--- src/rtl/sync_fifo_wm_if.sv ---
// Valid/ready handshake bundle for sync_fifo_wm: producer push side and consumer pop side.
interface sync_fifo_wm_if #(
    parameter int FIFO_W = 32
);
    logic              push_vld;
    logic              push_rdy;
    logic [FIFO_W-1:0] push_dat;
    logic              pop_vld;
    logic              pop_rdy;
    logic [FIFO_W-1:0] pop_dat;

    modport master (
        output push_vld, push_dat, pop_rdy,
        input  push_rdy, pop_vld, pop_dat
    );

    modport slave (
        input  push_vld, push_dat, pop_rdy,
        output push_rdy, pop_vld, pop_dat
    );
endinterface

--- src/rtl/sync_fifo_wm.sv ---
// Single-clock FWFT FIFO, any depth >= 2, with watermarks, high-water mark and sticky errors.
// Define SYNC_FIFO_WM_ERR_EN to build the sticky overflow/underflow flags; otherwise they read 0.
module sync_fifo_wm #(
    parameter int   FIFO_D   = 12,
    parameter int   FIFO_W   = 32,
    localparam int  FIFO_ADR = $clog2(FIFO_D)
) (
    input  logic              clk,
    input  logic              rst,
    input  logic              fifo_fsh,
    sync_fifo_wm_if.slave     bus,
    input  logic [FIFO_ADR:0] afull_thr,
    input  logic [FIFO_ADR:0] aempt_thr,
    output logic [FIFO_ADR:0] fifo_len,
    output logic              fifo_full,
    output logic              fifo_empt,
    output logic              fifo_afull,
    output logic              fifo_aempt,
    output logic [FIFO_ADR:0] fifo_maxlen,
    input  logic              err_clr,
    output logic              fifo_ovf,
    output logic              fifo_udf
);
    localparam logic [FIFO_ADR-1:0] PTR_LAST = FIFO_ADR'(FIFO_D - 1);
    localparam logic [FIFO_ADR-1:0] PTR_ONE  = FIFO_ADR'(1);
    localparam logic [FIFO_ADR:0]   LEN_FULL = (FIFO_ADR + 1)'(FIFO_D);
    localparam logic [FIFO_ADR:0]   LEN_ONE  = (FIFO_ADR + 1)'(1);

    logic [FIFO_W-1:0]   mem_q [FIFO_D];
    logic [FIFO_ADR-1:0] wr_ptr_q, wr_ptr_d;
    logic [FIFO_ADR-1:0] rd_ptr_q, rd_ptr_d;
    logic [FIFO_ADR:0]   len_q, len_d;
    logic [FIFO_ADR:0]   maxlen_q, maxlen_d;
    logic                push_acc, pop_acc;

    // Explicit wrap so non-power-of-two depths never address past the last entry.
    function automatic logic [FIFO_ADR-1:0] ptr_inc(input logic [FIFO_ADR-1:0] p);
        return (p == PTR_LAST) ? '0 : p + PTR_ONE;
    endfunction

    assign fifo_full   = (len_q == LEN_FULL);
    assign fifo_empt   = (len_q == '0);
    assign fifo_afull  = (len_q >= afull_thr);
    assign fifo_aempt  = (len_q <= aempt_thr);
    assign fifo_len    = len_q;
    assign fifo_maxlen = maxlen_q;

    assign bus.push_rdy = ~fifo_full;
    assign bus.pop_vld  = ~fifo_empt;
    assign bus.pop_dat  = mem_q[rd_ptr_q];

    assign push_acc = bus.push_vld & ~fifo_full;
    assign pop_acc  = bus.pop_rdy & ~fifo_empt;

    always_comb begin
        wr_ptr_d = wr_ptr_q;
        rd_ptr_d = rd_ptr_q;
        len_d    = len_q;
        maxlen_d = maxlen_q;
        if (fifo_fsh) begin
            wr_ptr_d = '0;
            rd_ptr_d = '0;
            len_d    = '0;
            maxlen_d = '0;
        end else begin
            if (push_acc) wr_ptr_d = ptr_inc(wr_ptr_q);
            if (pop_acc)  rd_ptr_d = ptr_inc(rd_ptr_q);
            if (push_acc && !pop_acc)      len_d = len_q + LEN_ONE;
            else if (!push_acc && pop_acc) len_d = len_q - LEN_ONE;
            // A new maximum in the same cycle takes precedence over err_clr.
            if (len_d > maxlen_q) maxlen_d = len_d;
            else if (err_clr)     maxlen_d = '0;
        end
    end

    always_ff @(posedge clk) begin
        if (rst) begin
            wr_ptr_q <= '0;
            rd_ptr_q <= '0;
            len_q    <= '0;
            maxlen_q <= '0;
        end else begin
            wr_ptr_q <= wr_ptr_d;
            rd_ptr_q <= rd_ptr_d;
            len_q    <= len_d;
            maxlen_q <= maxlen_d;
        end
    end

    always_ff @(posedge clk) begin
        if (push_acc && !fifo_fsh) mem_q[wr_ptr_q] <= bus.push_dat;
    end

`ifdef SYNC_FIFO_WM_ERR_EN
    logic ovf_q, ovf_d;
    logic udf_q, udf_d;

    always_comb begin
        ovf_d = ovf_q & ~err_clr;
        udf_d = udf_q & ~err_clr;
        if (bus.push_vld && fifo_full) ovf_d = 1'b1;
        if (bus.pop_rdy && fifo_empt)  udf_d = 1'b1;
        // Requests in a flush cycle are discarded, so they never raise an error.
        if (fifo_fsh) begin
            ovf_d = 1'b0;
            udf_d = 1'b0;
        end
    end

    always_ff @(posedge clk) begin
        if (rst) begin
            ovf_q <= 1'b0;
            udf_q <= 1'b0;
        end else begin
            ovf_q <= ovf_d;
            udf_q <= udf_d;
        end
    end

    assign fifo_ovf = ovf_q;
    assign fifo_udf = udf_q;
`else
    assign fifo_ovf = 1'b0;
    assign fifo_udf = 1'b0;
`endif
endmodule

--- src/flat_wrapper.sv ---
// flat-port wrapper written by rule: the top's interface ports become plain ports
module sync_fifo_wm_flat 
#(
    parameter int   FIFO_D   = 12,
    parameter int   FIFO_W   = 32,
    localparam int  FIFO_ADR = $clog2(FIFO_D)
)
  (clk, rst, fifo_fsh, afull_thr, aempt_thr, fifo_len, fifo_full, fifo_empt, fifo_afull, fifo_aempt, fifo_maxlen, err_clr, fifo_ovf, fifo_udf, bus_push_vld, bus_push_dat, bus_pop_rdy, bus_push_rdy, bus_pop_vld, bus_pop_dat);
  sync_fifo_wm_if #(.FIFO_W(FIFO_W)) bus_i ();
  input  logic clk;
  input  logic rst;
  input  logic fifo_fsh;
  input  logic [FIFO_ADR:0] afull_thr;
  input  logic [FIFO_ADR:0] aempt_thr;
  output logic [FIFO_ADR:0] fifo_len;
  output logic fifo_full;
  output logic fifo_empt;
  output logic fifo_afull;
  output logic fifo_aempt;
  output logic [FIFO_ADR:0] fifo_maxlen;
  input  logic err_clr;
  output logic fifo_ovf;
  output logic fifo_udf;
  input wire logic [$bits(bus_i.push_vld)-1:0] bus_push_vld;
  input wire logic [$bits(bus_i.push_dat)-1:0] bus_push_dat;
  input wire logic [$bits(bus_i.pop_rdy)-1:0] bus_pop_rdy;
  output wire logic [$bits(bus_i.push_rdy)-1:0] bus_push_rdy;
  output wire logic [$bits(bus_i.pop_vld)-1:0] bus_pop_vld;
  output wire logic [$bits(bus_i.pop_dat)-1:0] bus_pop_dat;
  assign bus_i.push_vld = bus_push_vld;
  assign bus_i.push_dat = bus_push_dat;
  assign bus_i.pop_rdy = bus_pop_rdy;
  assign bus_push_rdy = bus_i.push_rdy;
  assign bus_pop_vld = bus_i.pop_vld;
  assign bus_pop_dat = bus_i.pop_dat;
  sync_fifo_wm #(.FIFO_D(FIFO_D), .FIFO_W(FIFO_W)) u_core (.clk(clk), .rst(rst), .fifo_fsh(fifo_fsh), .bus(bus_i), .afull_thr(afull_thr), .aempt_thr(aempt_thr), .fifo_len(fifo_len), .fifo_full(fifo_full), .fifo_empt(fifo_empt), .fifo_afull(fifo_afull), .fifo_aempt(fifo_aempt), .fifo_maxlen(fifo_maxlen), .err_clr(err_clr), .fifo_ovf(fifo_ovf), .fifo_udf(fifo_udf));
endmodule
--- config.mk ---
export PLATFORM = sky130hd
export DESIGN_NAME = sync_fifo_wm_flat
export DESIGN_NICKNAME = d
export VERILOG_FILES = /design/src/rtl/sync_fifo_wm_if.sv /design/src/rtl/sync_fifo_wm.sv /design/src/flat_wrapper.sv
export SDC_FILE = /design/constraint.sdc
export NUM_CORES = 1
export LEC_CHECK = 0
export CORE_AREA = 5 5 195 197
export CTS_BUF_LIST = sky130_fd_sc_hd__clkbuf_2 sky130_fd_sc_hd__clkbuf_4 sky130_fd_sc_hd__clkbuf_8
export CTS_CLUSTER_DIAMETER = 80
export DETAILED_ROUTE_END_ITERATION = 8
export DIE_AREA = 0 0 200 202
export GPL_TIMING_DRIVEN = 1
export PLACE_DENSITY = 0.71
export SYNTH_ARGS = -nofsm -noshare
export SYNTH_HDL_FRONTEND = slang
export SYNTH_SLANG_ARGS = --single-unit
--- constraint.sdc ---
create_clock -name clk -period 3.2 [get_ports clk]
set_input_delay 0.64 -clock clk [delete_from_list [all_inputs] [get_ports clk]]
set_output_delay 0.64 -clock clk [all_outputs]
set_load 0.01 [all_outputs]
# After elaboration in Yosys (flattened, before gate mapping)
# Memory sizes are Yosys's and may differ from the RTL's. A register that Yosys moved wholly into a read port is not among the register bits.
# Index checks and enable logic that the tools add are counted.
# totals
latch_bits	0
register_bits	18
word_cells	39
mem_bits_rw	384
output_inout_bits	50
rom_bits	0
n_memories	1
in_bits	48
# memory_table
memory	depth	word_bits	rd	rd_clocked_by_memory_dff	write_ports	line_no	source
u_core.mem_q	12	32	1	1	1	sync_fifo_wm.sv:29	logic [FIFO_W-1:0] mem_q [FIFO_D];
# classes
div_mod_pow	0
shift	0
bitwise_logic	4
mux	11
n_lt_le_gt_ge	3
mul	0
addsub	4
reduce_logical	9
eq_ne	3
# ops
operator	count
$mux W5	5
$mux W4	4
$add A4 B1 Y4 const B	2
$eq A4 B4 Y1 const B	2
$add A5 B1 Y5 const B	1
$eq A5 B4 Y1 const B	1
$ge A5 B5 Y1	1
$gt A5 B5 Y1	1
$le A5 B5 Y1	1
$logic_not A5 Y1	1
$sub A5 B1 Y5 const B	1
$logic_and A1 B1 Y1	3
$logic_not A1 Y1	3
$and A1 B1 Y1	2
$mux W1	2
$not A1 Y1	2
$reduce_bool A2 Y1	1
$reduce_or A2 Y1	1

# Logic depth before layout (Yosys ltp)
# depth
word_depth	10
ltp_mapped	13
ltp_nobuf	13

# Worst setup path after synthesis
# Ideal clock, no wire load.
# synth_path
kind	reg-to-reg
start	register u_core.len_q[0] (netlist: u_core.fifo_len[0])
end	register u_core.maxlen_q[1] (netlist: u_core.fifo_maxlen[1])
arrival_ps	2987
path_slack_ps	153
synth_period_minus_slack_ps	3047
setup_ps	59
required_time_ps	3141
path_stages_with_launch	14
n_path_buf	1
cell_sequence	dfxtp_1 > inv_1 > ha_1 > nand4b_1 > and2_1 > buf_2 > maj3_1 > o22ai_2 > ha_1 > nor2b_1 > o21ai_0 > a31oi_1 > nor3_1 > a22o_1
# synth_via
elab_chain_len	10
word_cells_on_any_way	18
cone_classes	add/sub (2); order compare (1); eq/ne (1); mux (4); bitwise (4); reduce/logical (6)
# synth_lines
element	line_no	source
start, declared	sync_fifo_wm.sv:32	logic [FIFO_ADR:0] len_q, len_d;
start signal, assigned	sync_fifo_wm.sv:85	len_q <= len_d;
$eq A5 B4 Y1 (*)	sync_fifo_wm.sv:41	assign fifo_full = (len_q == LEN_FULL);
$not A1 Y1 (*)	n/a	
net bus_push_rdy	flat_wrapper.sv:27	output wire logic [$bits(bus_i.push_rdy)-1:0] bus_push_rdy;
$and A1 B1 Y1 (*)	sync_fifo_wm.sv:52	assign push_acc = bus.push_vld & ~fifo_full;
$logic_not A1 Y1	sync_fifo_wm.sv:69	else if (!push_acc && pop_acc) len_d = len_q - LEN_ONE;
$logic_and A1 B1 Y1	sync_fifo_wm.sv:69	
$mux W5	sync_fifo_wm.sv:69	
$mux W5 (*)	sync_fifo_wm.sv:68	if (push_acc && !pop_acc) len_d = len_q + LEN_ONE;
$mux W5 (*)	sync_fifo_wm.sv:60	if (fifo_fsh) begin
$gt A5 B5 Y1	sync_fifo_wm.sv:71	if (len_d > maxlen_q) maxlen_d = len_d;
$mux W5 / $reduce_bool A2 Y1 (equally long branches)	n/a	
end signal, assigned	sync_fifo_wm.sv:86	maxlen_q <= maxlen_d;
end, declared	sync_fifo_wm.sv:33	logic [FIFO_ADR:0] maxlen_q, maxlen_d;
# Mark *: on every way through the listed nets, which the timed path passes. The rest lies on a longest branch. The select of a mux whose other input is x is not followed.
# A chain may end at the register's enable or synchronous reset.

==> results_dict.tcl <==
set metrics [dict create \
    ant_nets 0 \
    relSlewSlack_pct 62.6 \
    ctsHoldBuffers 0 \
    cts_buffers 61 \
    wl_per_cell_um 21.7 \
    status "complete, no violations" \
    clockBufferDepth 3 \
    worstMarginPinSlew_ps 553 \
    htreeDepth 2 \
    first_pass_iters 5 \
    die_h_um 202 \
    holdCritPathClass "flop to flop" \
    maxSlewViolCount 0 \
    die_w_um 200 \
    synth_seq_area_share_pct 74.7 \
    first_global_vias 8588 \
    power_density_nw_per_um2 531 \
    insertion_delay_ps 590 \
    synth_enable_flop_cells 384 \
    via_per_inst 5.36 \
    grt_max_degree 37 \
    dieArea_sq_um 40400 \
    synthSimpleGateAreaFrac_pct 3.31 \
    drive_gt1_share_pct 28.6 \
    async_reset_ff_share_pct 0 \
    dpl_cell_area_sq_um 18000 \
    path_buf_inv 4 \
    synth.avg_cell_area_sq_um 19.9 \
    synth.distinct_cells 49 \
    crit_path_start_kind "flop" \
    path_delay_family "multiplexers" \
    path_max_fanout 5 \
    rsz0062_at_grt "yes" \
    routed_wl_mm 32.6 \
    fin_skew_ps 24.4 \
    antennaDiodeCount 0 \
    hold_depth 2 \
    synth_top_family_by_area "multiplexers" \
    grt_pass1_wl_mm 50.1 \
    start_util_pct 44.4 \
    area_growth_pct 21.4 \
    syn_inst 804 \
    ys_seq_elements 406 \
    synth_xor_area_share_pct 0.156 \
    drv_cap 0 \
    yosys_warnings 0 \
    synth_compound_area_share_pct 2.70 \
    reg2regPathDepth 12 \
    max-vdd-ir-drop_uv 358 \
    fin_ws_ps 108 \
    synth_flop_cell "edfxtp_1" \
    core_sq_um 36100 \
    grt-ovfl-total 0 \
    max_stage_delay_ps 510 \
    synthAdderAreaFrac_pct 1.86 \
    holdWs_ps 501 \
    reg2reg_slack_ps 190 \
    num_vias 8070 \
    r2r-start "u_core.fifo_len[0]" \
    cts_tree "yes" \
    crit_chain "buf_12 -> bufbuf_16 -> buf_6 -> mux4_2 -> mux2i_2 -> o21ai_2 -> buf_2" \
    cts_sinks 406 \
    clk_pin_slew_ps 50 \
    dr.first_iter.drc_count 513 \
    antenna_found_initial 2 \
    dp_slack_ps -208 \
    min_from "u_core.rd_ptr_q[1]" \
    root_buffer "clkbuf_8" \
    clock.fmax_mhz 323 \
    synthMuxAreaShare_pct 15.6 \
    cp-end-kind "output port" \
    power.leakage_nw 6.25 \
    post-route-drc-count 0 \
    arrival_ps 2450 \
    design_area_sq_um 19400 \
    synth_area_sq_um 16000 \
    min_period_ps 3090 \
    final_nets 1059 \
    reg2reg_to "u_core.fifo_maxlen[1]" \
    required_ps 2560 \
    port_buffers 95 \
    hold_viol_final 0 \
    nFillCells 2754 \
    grt_usage_pct 16.2 \
    post-route-period-util_pct 96.6 \
    cp_slowest_cell "mux4_2" \
    pin_count 98 \
    cp.depth 7 \
    path_class "flop to output port" \
    finalPower_mw 10.3 \
    dpl.hpwl_mm 18.2 \
    fin_util_pct 53.9 \
    rows 70 \
    gp_congestion 0.822 \
    finalSetupViolCount 0 \
]
-- cell usage in the layout, fill, tap and decap left out, types with 6 or more instances in the layout --
cell	instances
edfxtp_1	384
mux4_2	96
clkbuf_8	63
clkdlybuf4s50_1	61
nand2_1	48
buf_4	35
o21ai_0	32
mux2i_1	28
inv_1	23
ha_1	23
clkbuf_4	23
dlygate4sd2_1	20
buf_12	20
dfxtp_1	17
clkinv_1	15
nor2_1	12
a21oi_1	11
clkinv_2	9
and2_2	8
clkdlybuf4s15_1	8
nor3_1	7
and2_1	6
-- how the worst max path moves through the flow --
stage	endpoint
floorplan	u_core.fifo_maxlen[1]
global placement	fifo_aempt
detailed placement	fifo_aempt
CTS	bus_pop_dat[25]
global route	bus_pop_dat[5]
finish	bus_pop_dat[5]
-- cell usage after synthesis, types with 2 or more instances --
library cell  instances  area, sq um
a21oi_1              11         55.1
nand2_1              48          180
nand3_1               2         10.0
edfxtp_1            384        11500
mux4_2               96         2160
a21o_1                5         37.5
a211oi_1              3         22.5
nor2b_1               3         18.8
nor3_1                8         40.0
o21ai_0              37          185
o21a_1                3         22.5
nor2_1               12         45.0
inv_1                23         86.3
dfxtp_1              22          440
or4_1                 2         15.0
and3_1                7         43.8
buf_2                12         60.1
and2_1               14         87.6
mux2i_1              33          330
ha_1                 23          288
clkbuf_1             14         52.6
a31oi_1               3         18.8
buf_1                 9         33.8
a22o_1                3         26.3
nor4_1                2         12.5
buf_4                 2         15.0
-- sequential cells by signal, summed over array words and instances, names as in the netlist, named ones only --
| name | cells |
|---|---|
| u_core.wr_ptr_q | 4 |
| u_core.rd_ptr_q | 4 |
| u_core.fifo_len | 5 |
| u_core.fifo_maxlen | 5 |
| u_core.mem_q | 384 |
-- routing by layer --
metal	up-vias	share of wire [%]	global-route usage, %
li1	3639	-	-
met1	4154	42	22.3
met2	224	50	27.1
met3	49	5.3	3.02
met4	4	1.8	3.91
met5	-	0.080	0
-- where the power goes --
part | total, mW | internal [mW] | switching (mW)
combinational | 0.526 | 0.264 | 0.263
clock | 3.94 | 2.09 | 1.85
sequential | 5.85 | 5.84 | 0.0119
total | 10.3 | 8.19 | 2.13
-- per-stage QoR --
step           TNS [ps]  instances
2_1_floorplan         0        805
3_3_place_gp       -592       1377
3_5_place_dp      -1080       1377
4_1_cts               0       1501
5_1_grt           -6.11       1505
6_report              0       1505
-- final cells by class --
| type | instances | area, sq um | area share, % |
|---|---|---|---|
| sequential | 406 | 12000 | 61.7 |
| clock inverter | 26 | 116 | 0.599 |
| timing repair buffer | 159 | 1760 | 9.06 |
| inverter | 23 | 86.3 | 0.444 |
| tap | 468 | 586 | 3.01 |
| multi-input combinational | 337 | 3860 | 19.9 |
| clock buffer | 86 | 1040 | 5.35 |
-- what timing repair did --
| action | 4_1_cts | 5_1_grt |
|---|---|---|
| gates cloned | 3 | 1 |
| buffers inserted | 9 | 4 |
| setup endpoints to repair | 38 | 23 |
| pin swaps | 0 | 0 |
| gates resized for setup | 63 | 27 |
-- worst register-to-register path, stage by stage (launching register included) --
cell     delay [ps]
dfxtp_4         340
inv_1            60
ha_1            220
or4b_4          530
a21oi_1         220
nor3_1          110
nor3_2          230
ha_1            260
and3_1          190
and3_1          180
a31oi_2         240
nor3_4           90
a22o_1          240
-- kinds of logic (layout without fill, tap and decap cells) --
group | Yosys count | count (layout)
buffers and inverters | 62 | 294
AO/OA/AOI/OAI | 72 | 72
flip-flops | 406 | 406
multiplexers | 129 | 129
AND/OR/NAND/NOR | 108 | 108
XOR/XNOR | 2 | 2
other | 1 | 2
adder cells (fa/ha/maj) | 24 | 24
Power figures use the tool's default switching activity.
